===== src/rtl/dca_step_issue_ctrl_pkg.sv =====
// +----------------------------------------------------------------------------+
// | dca_step_issue_ctrl_pkg                                                     |
// | Opcode bit layout and FSM state encodings for the DCA step-issue controller |
// | Rev 1.0 - initial N-channel / sized-credit release                          |
// +----------------------------------------------------------------------------+
`default_nettype none

package dca_step_issue_ctrl_pkg;

  // Opcode lives in inst[BW_OPCODE-1:0]; LOAD_REQ occupies the top NUM_LOAD_CH bits.
  localparam int c_OP_NO_CAL    = 0;
  localparam int c_OP_LOAD_ACC  = 1;
  localparam int c_OP_STORE_REQ = 2;
  localparam int c_OP_DRAIN     = 3;
  localparam int c_OP_LOAD_REQ  = 4;

  localparam logic [1:0] c_ST_IDLE  = 2'd0;
  localparam logic [1:0] c_ST_EXEC  = 2'd1;
  localparam logic [1:0] c_ST_DRAIN = 2'd2;

  function automatic int bw_opcode(input int num_load_ch);
    return c_OP_LOAD_REQ + num_load_ch;
  endfunction

endpackage

`default_nettype wire


===== src/rtl/dca_store_credit_counter.sv =====
// +----------------------------------------------------------------------------+
// | dca_store_credit_counter                                                    |
// | Outstanding-store counter: +1 on inc, -1 on dec, hold when both or neither |
// | Rev 1.0 - initial release                                                   |
// +----------------------------------------------------------------------------+
`default_nettype none

module dca_store_credit_counter #(
  parameter int STORE_CREDIT = 3,
  parameter int BW_CREDIT    = $clog2(STORE_CREDIT + 1)
) (
  input  logic                 clk,
  input  logic                 rst,
  input  logic                 inc,
  input  logic                 dec,
  output logic [BW_CREDIT-1:0] count,
  output logic                 full
);

  logic [BW_CREDIT-1:0] r_count;
  logic                 w_dec;
  logic                 w_inc;

  // An ack with nothing outstanding is dropped; an inc while full only lands if a dec frees a slot.
  assign w_dec = dec & (r_count != '0);
  assign w_inc = inc & (~full | w_dec);

  always_ff @(posedge clk or posedge rst) begin
    if (rst) begin
      r_count <= '0;
    end else if (w_inc && !w_dec) begin
      r_count <= r_count + 1'b1;
    end else if (!w_inc && w_dec) begin
      r_count <= r_count - 1'b1;
    end
  end

  assign count = r_count;
  assign full  = (r_count >= BW_CREDIT'(STORE_CREDIT));

endmodule

`default_nettype wire


===== src/rtl/dca_step_issue_ctrl.sv =====
// +----------------------------------------------------------------------------+
// | dca_step_issue_ctrl                                                         |
// | Step-issue controller: gates issue on load/MAC/store readiness, retires    |
// | steps with optional store drain. Optional perf counters: DCA_STEP_ISSUE_PERF_EN |
// | Rev 1.0 - initial N-channel / sized-credit release                          |
// +----------------------------------------------------------------------------+
`default_nettype none

module dca_step_issue_ctrl
  import dca_step_issue_ctrl_pkg::*;
#(
  parameter  int NUM_LOAD_CH  = 2,
  parameter  int STORE_CREDIT = 3,
  parameter  int BW_INST      = 64,
  localparam int BW_CREDIT    = $clog2(STORE_CREDIT + 1)
) (
  input  logic                   clk,
  input  logic                   rst,
  input  logic                   clear,
  input  logic                   enable,
  output logic                   busy,
  input  logic                   inst_valid,
  input  logic [BW_INST-1:0]     inst,
  output logic                   inst_ready,
  input  logic [NUM_LOAD_CH-1:0] load_ready,
  output logic [NUM_LOAD_CH-1:0] load_req,
  output logic [NUM_LOAD_CH-1:0] load_fin,
  input  logic                   store_ready,
  output logic                   store_issue,
  input  logic                   store_ack,
  input  logic                   acc_ready,
  output logic                   acc_fin,
  input  logic                   mac_ready,
  output logic                   mac_start,
  output logic [BW_INST-1:0]     mac_inst,
  input  logic                   mac_done,
  output logic                   step_done,
  output logic [BW_CREDIT-1:0]   store_outstanding,
  output logic [31:0]            perf_issue_count,
  output logic [31:0]            perf_stall_count
);

  localparam int BW_OPCODE = bw_opcode(NUM_LOAD_CH);

  logic [1:0]             r_state;
  logic [1:0]             w_state_nxt;
  logic [BW_OPCODE-1:0]   w_op;
  logic [NUM_LOAD_CH-1:0] w_lreq;
  logic w_no_cal, w_load_acc, w_store_req, w_drain;
  logic w_go, w_idle, w_req_cyc, w_load_ok, w_store_ok, w_full;
  logic w_issue, w_acc_only, w_nop, w_mac_fin, w_drain_exit;

  assign w_op        = inst[BW_OPCODE-1:0];
  assign w_no_cal    = w_op[c_OP_NO_CAL];
  assign w_load_acc  = w_op[c_OP_LOAD_ACC];
  assign w_store_req = w_op[c_OP_STORE_REQ];
  assign w_drain     = w_op[c_OP_DRAIN];
  assign w_lreq      = w_op[c_OP_LOAD_REQ +: NUM_LOAD_CH];

  // clear outranks enable, so it also suppresses every strobe in its cycle.
  assign w_go       = enable & ~clear;
  assign w_idle     = (r_state == c_ST_IDLE);
  assign w_req_cyc  = w_go & w_idle & inst_valid;
  assign w_load_ok  = &(load_ready | ~w_lreq);
  assign w_store_ok = ~w_store_req | (store_ready & ~w_full);

  assign w_issue      = w_req_cyc & ~w_no_cal & mac_ready & w_load_ok & w_store_ok;
  assign w_acc_only   = w_req_cyc & w_no_cal & w_load_acc & acc_ready;
  assign w_nop        = w_req_cyc & w_no_cal & ~w_load_acc;
  assign w_mac_fin    = w_go & (r_state == c_ST_EXEC) & mac_done;
  assign w_drain_exit = w_go & (r_state == c_ST_DRAIN) &
                        ((store_outstanding == '0) |
                         ((store_outstanding == BW_CREDIT'(1)) & store_ack));

  always_comb begin
    w_state_nxt = r_state;
    if (clear) begin
      w_state_nxt = c_ST_IDLE;
    end else if (w_issue) begin
      w_state_nxt = c_ST_EXEC;
    end else if (w_mac_fin) begin
      w_state_nxt = w_drain ? c_ST_DRAIN : c_ST_IDLE;
    end else if (w_drain_exit) begin
      w_state_nxt = c_ST_IDLE;
    end
  end

  always_ff @(posedge clk or posedge rst) begin
    if (rst) begin
      r_state <= c_ST_IDLE;
    end else begin
      r_state <= w_state_nxt;
    end
  end

  assign busy        = ~w_idle;
  assign inst_ready  = w_issue | w_acc_only | w_nop;
  assign mac_start   = w_issue;
  assign mac_inst    = inst;
  assign load_req    = w_issue ? w_lreq : '0;
  assign load_fin    = w_mac_fin ? w_lreq : '0;
  assign store_issue = w_mac_fin & w_store_req;
  assign acc_fin     = w_acc_only | (w_mac_fin & w_load_acc);
  assign step_done   = (w_mac_fin & ~w_drain) | w_drain_exit;

  dca_store_credit_counter #(
    .STORE_CREDIT (STORE_CREDIT),
    .BW_CREDIT    (BW_CREDIT)
  ) u_credit (
    .clk   (clk),
    .rst   (rst),
    .inc   (store_issue),
    .dec   (store_ack),
    .count (store_outstanding),
    .full  (w_full)
  );

`ifdef DCA_STEP_ISSUE_PERF_EN
  logic [31:0] r_perf_issue;
  logic [31:0] r_perf_stall;
  logic        w_stall;

  assign w_stall = enable & w_idle & inst_valid & ~inst_ready;

  always_ff @(posedge clk or posedge rst) begin
    if (rst) begin
      r_perf_issue <= '0;
      r_perf_stall <= '0;
    end else if (clear) begin
      r_perf_issue <= '0;
      r_perf_stall <= '0;
    end else begin
      if (w_issue && (r_perf_issue != '1)) r_perf_issue <= r_perf_issue + 32'd1;
      if (w_stall && (r_perf_stall != '1)) r_perf_stall <= r_perf_stall + 32'd1;
    end
  end

  assign perf_issue_count = r_perf_issue;
  assign perf_stall_count = r_perf_stall;
`else
  assign perf_issue_count = '0;
  assign perf_stall_count = '0;
`endif

endmodule

`default_nettype wire


===== config.mk =====
export PLATFORM = sky130hd
export DESIGN_NAME = dca_step_issue_ctrl
export DESIGN_NICKNAME = d
export VERILOG_FILES = /design/src/rtl/dca_step_issue_ctrl_pkg.sv /design/src/rtl/dca_store_credit_counter.sv /design/src/rtl/dca_step_issue_ctrl.sv
export SDC_FILE = /design/constraint.sdc
export NUM_CORES = 1
export LEC_CHECK = 0
export CAP_MARGIN = 0
export CORE_AREA = 2 2 83 85
export CTS_CLUSTER_DIAMETER = 30
export DETAILED_ROUTE_END_ITERATION = 7
export DIE_AREA = 0 0 85 87
export GPL_ROUTABILITY_DRIVEN = 0
export PLACE_DENSITY = 0.8
export SYNTH_ARGS = -nofsm -noshare
export SYNTH_HDL_FRONTEND = slang
export SYNTH_HIERARCHICAL = 1
export SYNTH_SLANG_ARGS = --single-unit

===== constraint.sdc =====
create_clock -name clk -period 2 [get_ports clk]
set_clock_uncertainty 0.05 [all_clocks]
set_input_delay 0.3 -clock clk [delete_from_list [all_inputs] [get_ports clk]]
set_output_delay 0.3 -clock clk [all_outputs]
set_load 0.05 [all_outputs]

[Yosys cells after proc, flatten, opt, wreduce, memory -nomap -nowiden]
Index checks and enable logic that the tools add are counted.
Storage, ports and cells
  logic and storage cells: 65
  bits of input ports: 76
  output and inout port bits: 140
  flip-flop bits (word level): 4
Operators by class
  bitwise operators: 38
  equality and inequality tests: 3
  $add $sub $neg: 2
  $lt $le $gt $ge: 1
  mux-type cells: 9
  reduce and logical (&&, ||, !) cells: 10
Operators with widths (number)
  $and 1x1->1: 22
  $mux 2: 9
  $not 1->1: 7
  $or 1x1->1: 7
  $eq 2x1->1 const B: 2
  $logic_not 2->1: 2
  $reduce_bool 2->1: 2
  $reduce_bool 4->1: 1
  $add 2x1->2 const B: 1
  $eq 2x2->1 const B: 1
  $ge 2x2->1 const B: 1
  $logic_and 1x1->1: 2
  $logic_not 1->1: 2
  $not 2->2: 1
  $or 2x2->2: 1
  $reduce_and 2->1: 1
  $sub 2x1->2 const B: 1

[Logic depth before layout (Yosys ltp)]
Gate-level depths: netlist (run 1).
  word-level depth: 10
  depth in mapped cells: 8
  mapped depth without buffers: 8

[Hierarchy]
The synthesis (run 1) kept the hierarchy.
Modules (own cells, without submodules)
  dca_step_issue_ctrl: instances 1, area each 1239.9 µm², cells an instance 163
  dca_store_credit_counter: instances 1, area each 120.1 µm², cells an instance 12

[Worst setup path after synthesis (run 1)]
OpenSTA, ideal clock, no wires.
  path type: flip-flop to output port
  from: register u_credit.r_count[1], in the netlist u_credit/count[1]
  to: output load_req[0]
  stages on the path, launching flop included: 6
  data required time: 1.650 ns
  path slack: -0.217 ns
  arrival: 1.867 ns
  cells stage by stage: dfrtp_1 > and2_2 > o21ai_1 > nand4_4 > inv_2 > and2_1
On the way
  word-level cells in the longest chain between the ends: 6
RTL lines
  start: declaration: line dca_store_credit_counter.sv:20  | logic [BW_CREDIT-1:0] r_count;
  start signal: assignment: line dca_store_credit_counter.sv:32  | r_count <= r_count + 1'b1;
  start signal: assignment: line dca_store_credit_counter.sv:34  | r_count <= r_count - 1'b1;
  $ge 2x2->1: line dca_store_credit_counter.sv:39  | assign full = (r_count >= BW_CREDIT'(STORE_CREDIT));
  net w_full: line dca_step_issue_ctrl.sv:50  | logic w_go, w_idle, w_req_cyc, w_load_ok, w_store_ok, w_full;
  $not 1->1: line dca_step_issue_ctrl.sv:65  | assign w_store_ok = ~w_store_req | (store_ready & ~w_full);
  $and 1x1->1: line dca_step_issue_ctrl.sv:65
  $or 1x1->1: line dca_step_issue_ctrl.sv:65
  $and 1x1->1: line dca_step_issue_ctrl.sv:67  | assign w_issue = w_req_cyc & ~w_no_cal & mac_ready & w_load_ok & w_store_ok;
  net mac_start: line dca_step_issue_ctrl.sv:34  | output logic mac_start,
  $mux 2: line dca_step_issue_ctrl.sv:100  | assign load_req = w_issue ? w_lreq : '0;
  end: declaration: line dca_step_issue_ctrl.sv:26  | output logic [NUM_LOAD_CH-1:0] load_req,
The timed path passes the listed nets, and every way through them passes these cells.

[Worst setup path after layout (run 1)]
  from: input load_ready[0]
  to: output load_req[1]
On the way
  word-level cells in the longest chain between the ends: 5
RTL lines
  start: declaration: line dca_step_issue_ctrl.sv:25  | input logic [NUM_LOAD_CH-1:0] load_ready,
  $or 2x2->2: line dca_step_issue_ctrl.sv:64  | assign w_load_ok = &(load_ready | ~w_lreq);
  $reduce_and 2->1: line dca_step_issue_ctrl.sv:64
  $and 1x1->1 (2 in series): line dca_step_issue_ctrl.sv:67
  $mux 2: line dca_step_issue_ctrl.sv:100
Every way passes these cells.

==> flow_metrics.env, run 1 <==
export IMPL_placed_area_um2=1315
export IMPL_grt_antenna_before_repair=1
export IMPL_syn_inst=175
export IMPL_ys_ff_latch=4
export IMPL_utilization=0.2103
export IMPL_required_ns=1.65
export IMPL_cts_buffer_depth=2
export IMPL_layout_setup_ws_ns=0.08549
export IMPL_ir_drop_v=0.0001848
export IMPL_status="finished, final reports clean"
export IMPL_post_layout_total_power_uw=911.1
export IMPL_setup_worst_path_end_class="output pin"
export IMPL_insertion_delay_ns=0.22
export IMPL_vias=770
export IMPL_startpoint_type="input pin"
export IMPL_final_max_slew_viol_count=0
export IMPL_numCtsBuffers=3
export IMPL_rows=30
export IMPL_yosysSeqAreaShare=0.07360
export IMPL_drv_cap=0
export IMPL_yosysUniqueCellTypes=29
export IMPL_num_io_pins=216
export IMPL_netlist_top_cells_area="buf_4, dfrtp_1, and2_1"
export IMPL_coreArea_um2=6569
export IMPL_timing_rr_start="r_state[1]$_DFFE_PP0P_"
export IMPL_grt_overflow=0
export IMPL_arrival_ns=1.56
export IMPL_root_buffer="clkbuf_8"
export IMPL_ys_warn_count=6
export IMPL_clock_sinks=4
export IMPL_clkSlewWorstSetupHoldPaths_ns=0.03
export IMPL_hpwl_mm=2.429
export IMPL_finalSetupTns_ns=0
export IMPL_drt_iter0_drc=10
export IMPL_fmax_mhz=522.3
export IMPL_dieArea_um2=7395
export IMPL_grt_pass1_wl_mm=3.670
export IMPL_grt_pass1_vias=748
export IMPL_grt_setup_unrepaired="false"
export IMPL_post_route_period_util=0.9573
export IMPL_grt_max_degree=7
export IMPL_nets=238
export IMPL_final_antenna_net_count=0
export IMPL_start_util=0.2070
export IMPL_stdcell_area_um2=1381
export IMPL_routed_wl_mm=2.768
export IMPL_num_antenna_cells=0
export IMPL_routed_via_density=3.208
export IMPL_syn_cell_area_um2=1360
export IMPL_synth_area_per_cell_um2=7.772
export IMPL_setup_violations=0
export IMPL_crit_fanout=3
export IMPL_grtUsageTotal=0.07057
export IMPL_rrSetupSlack_ns=0.24
export IMPL_pre_cts_slack_ns=-0.2079
export IMPL_r2r_end="u_credit/count[1]$_DFFE_PP0P_"
export IMPL_p_leak_uw=0.0007005
export IMPL_r2r_cells=7
export IMPL_synth_top_area_cell="buf_4"
export IMPL_dr_pass1_iters=4
export IMPL_die_h_um=87
export IMPL_ctsHoldBuffers=0
export IMPL_synth_top_area_share=0.7065
export IMPL_nFillCells=707
export IMPL_hold_path_class="input pin to asynchronous set/reset pin"
export IMPL_hold_violations=0
export IMPL_cts_tree="built"
export IMPL_power_density_nw_per_um2=659.6
export IMPL_period_needed_ns=1.915
export IMPL_avgRoutedWirePerCell_um=11.53
export IMPL_drc=0
export IMPL_drive_gt1_frac=0.2875
export IMPL_syn_to_final_growth_pct=1.564
export IMPL_die_width_um=85
export IMPL_cts_htree_levels=1
export IMPL_portBuffers=35
export IMPL_critical_path_class="input pin to output pin"
## synth_stat cells (all sizes together)
cell	instances
and3	1
a21oi	1
nor3b	2
inv	6
and4b	1
nand2	2
nand4b	1
ha	1
and2	6
xnor2	1
nor2	3
nand4	1
buf	128
dfrtp	4
o21ai	3
a22oi	1
xor2	2
nor2b	2
nand2b	3
nand3	3
a21boi	2
conb	1
## what timing repair did
item                                    CTS  global route
pin swaps                                 3             1
resized for setup                         4             3
setup buffers                             1             0
endpoints found under the setup margin    5             3
endpoints found under the hold margin     0             0
## per-stage QoR
stage	cells	hold slack (ns)
3_5_place_dp	235	0.4559
4_1_cts	240	0.2255
2_1_floorplan	238	-0.008815
5_1_grt	240	0.2432
6_report	240	0.2223
3_3_place_gp	235	0.4454
## critical path, cell delays in order
cell and delay [ns]:
clkdlybuf4s50_1 0.48, nor2b_2 0.06, nor3b_4 0.22, nand4_4 0.13, inv_2 0.09, and2_4 0.15
buf_12 0.13
## layout make-up
cell class              instances  area (um2)  area share
inverters                       6       22.52     0.01630
clock buffers                   4       45.04     0.03261
multi-input cells             100       529.3      0.3832
well taps                      80       100.1     0.07246
flip-flops and latches          4       102.6     0.07428
repair buffers                 46       581.8      0.4212
## flip-flops by register name (all words and copies together) (netlist names)
name            flops
r_state             2
u_credit/count      2
## power by group
group | internal [uW] | total (uW) | switching (uW)
Combinational | 139 | 585 | 446
Clock | 136 | 182 | 45.6
Sequential | 108 | 144 | 35.9
Total | 383 | 911 | 528
## cell usage in the layout (no fill, tap or decap), types with 2 or more instances in the layout
| cell | synthesis | layout |
|---|---|---|
| and2_1 | 5 | 2 |
| and2_2 | 1 | 2 |
| and2_4 | 0 | 2 |
| buf_12 | 0 | 15 |
| buf_4 | 128 | 12 |
| clkbuf_8 | 0 | 3 |
| clkdlybuf4s50_1 | 0 | 15 |
| conb_1 | 1 | 64 |
| dfrtp_1 | 4 | 2 |
| dfrtp_2 | 0 | 2 |
| dlygate4sd2_1 | 0 | 2 |
| inv_1 | 5 | 5 |
| nand2_1 | 2 | 2 |
| nand2b_1 | 3 | 3 |
| nand3_1 | 3 | 3 |
| nor2_1 | 2 | 2 |
| xor2_1 | 2 | 2 |
## metal layers
metal	part of all wire	wire, um	GRT usage
met1	0.20	542	0.03864
met2	0.46	1266	0.1051
met3	0.20	544	0.05308
met4	0.15	414	0.1227
met5	0	0	0
## kinds of logic (layout without fill, tap and decap cells)
kind of cell / count (synthesis) / after routing / synth area share
buffers and inverters: 134 / 56 / 0.7231
and+or+nand+nor: 25 / 25 / 0.1408
AOI/OAI and AO/OA: 7 / 7 / 0.03128
DFF: 4 / 4 / 0.07360
xor gates and xnor gates: 3 / 3 / 0.01932
adders and majority gates: 1 / 1 / 0.009198
other: 1 / 64 / 0.002757
## how the worst max path moves through the flow
stage	start	slack [ns]	to	cells after the start
after floorplan	r_state[0]$_DFFE_PP0P_	0.08	acc_fin	4
after CTS	inst[4]	0.003	load_req[1]	7
after global placement	enable	-0.15	u_credit/count[1]$_DFFE_PP0P_	9
final	load_ready[0]	0.09	load_req[1]	7
after detailed placement	enable	-0.21	u_credit/count[1]$_DFFE_PP0P_	8
after global routing	load_ready[0]	0.03	load_req[0]	7
Note: power is estimated with default switching activity, not from simulation.
==> run 2, diff against run 1 <==
GPL_TIMING_DRIVEN = 1   (was not set)
==> results of run 2 <==
Final layout, timing and power as in run 1 (identical DEF).
==> RTL change 1, RTL diff (flow settings as in run 2) <==
Build with the macro `DCA_STEP_ISSUE_PERF_EN` defined.
--- a/src/rtl/dca_step_issue_ctrl.sv
+++ b/src/rtl/dca_step_issue_ctrl.sv
@@ -5,6 +5,8 @@
 // | Rev 1.0 - initial N-channel / sized-credit release                          |
 // +----------------------------------------------------------------------------+
 `default_nettype none
+
+`define DCA_STEP_ISSUE_PERF_EN
 
 module dca_step_issue_ctrl
   import dca_step_issue_ctrl_pkg::*;
Behaviour: not the same (a bounded check fails within 4 cycles, from zero or initial values and one cycle with rst high).
==> RTL change 1 against run 2 <==
  * The run now fails in detailed placement
  * Synthesized area rose to 3.6 times the old value
==> RTL change 1: results (changes against run 2) <==
[synthesis]
synth_edf_count = 0  ; unchanged
ys_seq_elements = 68  ; +64
ys_top_cells_by_count = dfrtp_1 (68), buf_4 (67), nor2_1 (49)
synth-seq-area-share = 0.351  ; +0.278
yosys-top-cells-area = dfrtp_1 (35%), buf_4 (10%), mux2_1 (4.2%), nor2_1 (3.8%), nor2b_1 (3.6%)
yosys_warnings = 6  ; unchanged
synthArstFlopShare = 1.00  ; unchanged
ys_types = 58  ; +100%
synth_fp_nets = 618

[outcome]
status = stopped before the end
tool.error = [ERROR DPL-0038] Utilization greater than 100%, impossible to legalize
failed_stage = detailed placement

[place]
port_buffers = 99  ; +180%

==> RTL change 1: cell types whose count changed after synthesis, moves of 13 or more <==
cell and change:
nor4_1 +19, nand4_1 +20, clkbuf_1 +14, a21oi_1 +20
buf_4 -61, nand3_1 +19, mux2_1 +18, or4_1 +18
nor2_1 +47, dfrtp_1 +64, nor2b_1 +27, nand2_1 +27
inv_1 +13, o31ai_1 +18
==> RTL change 1: logic make-up after synthesis <==
group / share of synthesized area
and+or+nand+nor: 0.297
buffers and inverters: 0.144
AOI/OAI and AO/OA: 0.124
DFF: 0.351
muxes: 0.0707
xor gates and xnor gates: 0.00542
adders and majority gates: 0.00775
==> RTL change 1: per-stage QoR <==
stage          cells  setup slack, ps  hold WS [ps]  area, um^2
3_3_place_gp     750             -564           427        6730
2_1_floorplan    539             -317         -8.78        5220
==> RTL change 2, RTL diff (flow settings as in run 2) <==
Made on the original files. Set the parameter `NUM_LOAD_CH` to 4 (it was 2).
--- a/src/rtl/dca_step_issue_ctrl.sv
+++ b/src/rtl/dca_step_issue_ctrl.sv
@@ -9,7 +9,7 @@
 module dca_step_issue_ctrl
   import dca_step_issue_ctrl_pkg::*;
 #(
-  parameter  int NUM_LOAD_CH  = 2,
+  parameter  int NUM_LOAD_CH  = 4,
   parameter  int STORE_CREDIT = 3,
   parameter  int BW_INST      = 64,
   localparam int BW_CREDIT    = $clog2(STORE_CREDIT + 1)
Ports: changed (resized load_fin, load_ready and load_req); port bits go from 216 to 222. No check against the original RTL was run, so the function may have changed too.
==> RTL change 2 against run 2 <==
  * The flow now finishes with violations (negative setup slack)
  * Synthesized area rose by 3.5%
  * Wire length rose by 5.7%
  * Critical endpoint is now load_req[0]
  * Die area did not move
  * Register-to-register slack got worse by 150 ps
  * Cell area rose by 22%
  * Setup slack got worse by 220 ps
  * Maximum frequency fell by 10%
  * Sequential power fell by 18%
  * Total power rose by 9.0%
  * Sequential cell count did not move
  * Largest power group unchanged
==> RTL change 2: results (changes against run 2) <==
[final_layout]
n_fill_cell = 700  ; -0.99%
layout.nets = 265  ; +11%
n_antenna_cell = 0  ; unchanged
drive_above_1_share = 0.362  ; +0.0747

[place]
place_hpwl_um = 2680  ; +10%
pre_cts_slack_ps = -295  ; -86.7 ps
dpl.cell_count = 259  ; +10%
port_buffers = 45  ; +29%

[clock_network]
cts_buffer_depth = 2  ; unchanged
numCtsBuffers = 3  ; unchanged
cts-root-buf = clkbuf_8
clk_pin_slew_ps = 30  ; about the same
clk_latency_ps = 220  ; about the same
htreeDepth = 1  ; unchanged

[synthesis]
ys_types = 30  ; +3.4%
synth_ff_type = dfrtp_1
syn_area_per_cell_um2 = 7.69  ; -1.0%
ys_top_cells_by_count = buf_4 (129), inv_1 (10), and2_1 (9)
synth-seq-area-share = 0.0711  ; -0.00249
yosys-top-cells-area = buf_4 (69%), dfrtp_1 (7.1%), and2_1 (4.0%), inv_1 (2.7%), a2111oi_4 (2.0%)
synthArstFlopShare = 1.00  ; unchanged
yosys_warnings = 6  ; unchanged

[drt]
drt_first_pass_iters = 4  ; unchanged
routedWlPerCell_um = 11.0  ; -4.3%
wirelength_um = 2930  ; +5.7%
drt-initial-drc-count = 19  ; +9
vias_per_cell = 3.28  ; +2.2%

[critical_path]
crit_fanout = 6  ; +3
reg2reg_slack_ps = 90  ; -150 ps
r2r_cells = 8  ; +1
cpPeakStageDelay_ps = 390  ; -90 ps
cp.arrival_ps = 1790  ; +230 ps
r2r-start = r_state[1]
rr_endpoint = u_credit/count[1]
crit_path_top_delay_cell = dfrtp_2
crit_path_end_kind = output port

[outcome]
violations = negative setup slack
status = finished, violations left

[timing]
setup_slack_ps = -139  ; -224 ps
setup_viol_count_final = 6  ; +6
setup_tns_ps = -723  ; -723 ps

[grt]
grt_use_total = 0.0737  ; +0.00316
antenna_found_initial = 2  ; +1
grt_pass1_vias = 834  ; +11%
grt_pass1_wl_um = 4060  ; +11%
grt_start_max_net_pins = 7  ; unchanged

[hold_path]
hold_class = input pin to async pin

[pwr]
cellLeakagePower_uw = 0.000851  ; +22%
peakVddDrop_mv = 0.149  ; -20%

RTL change 2: cell types whose count changed after synthesis, moves of 2 or more:
cell / run 2 / this run
nand3_1: 3 / 1
nand2b_1: 3 / 1
inv_1: 5 / 10
and2_1: 5 / 9
RTL change 2: critical path: cells and delay by family (launching register included):
| family | cells | cell delay, ps |
|---|---|---|
| and+or+nand+nor | 4 | 720 |
| buffers and inverters | 1 | 130 |
| DFF | 1 | 390 |
| AOI/OAI and AO/OA | 1 | 320 |
RTL change 2: report_power, final:
group	total [uW]	internal (uW)	switching, uW
Sequential	118	108	10.1
Combinational	697	206	491
Clock	179	136	42.5
Total	993	450	543
RTL change 2: worst max-delay path by stage:
stage	from	endpoint	cells past startpoint
2_1_floorplan	u_credit/count[0]	load_req[0]	6
3_3_place_gp	enable	load_req[3]	6
3_5_place_dp	clear	u_credit/count[1]	10
4_1_cts	u_credit/count[0]	load_req[0]	6
5_1_grt	u_credit/count[0]	load_req[1]	6
6_report	u_credit/count[0]	load_req[0]	6
RTL change 2: per-layer routing:
metal / GRT usage / share of wire / vias up
met5: 0 / 0.011 / -
met4: 0.0880 / 0.090 / 4
met1: 0.0472 / 0.22 / 367
met2: 0.130 / 0.53 / 80
met3: 0.0436 / 0.16 / 44
li1: - / - / 374
RTL change 2: timing repair:
item,4_1_cts,5_1_grt
setup buffers,1,1
endpoints found under the setup margin,13,8
pin swaps,10,4
gates resized for setup,23,0
RTL change 2: kinds of logic (layout without fill, tap and decap cells):
logic type | after synthesis | after routing | share of synthesized area
AO/OA/AOI/OAI | 10 | 10 | 0.0631
XOR/XNOR | 3 | 3 | 0.0187
adder cells (fa/ha/maj) | 1 | 1 | 0.00889
buffers and inverters | 139 | 78 | 0.715
flip-flops | 4 | 4 | 0.0711
other | 1 | 64 | 0.00266
AND/OR/NAND/NOR | 25 | 25 | 0.121
RTL change 2: cell type report:
class | count | area (um^2) | share of cell area
Timing Repair Buffer | 64 | 792 | 0.469
Multi-Input combinational cell | 103 | 606 | 0.359
Sequential cell | 4 | 103 | 0.0608
Tap cell | 80 | 100 | 0.0593
Clock buffer | 4 | 45.0 | 0.0267
Inverter | 10 | 42.5 | 0.0252
RTL change 2: through the flow:
step | hold slack [ps] | cell area, um^2
5_1_grt | 275 | 1690
2_1_floorplan | -8.82 | 1670
4_1_cts | 263 | 1680
3_5_place_dp | 493 | 1580
3_3_place_gp | 479 | 1580
6_report | 252 | 1690
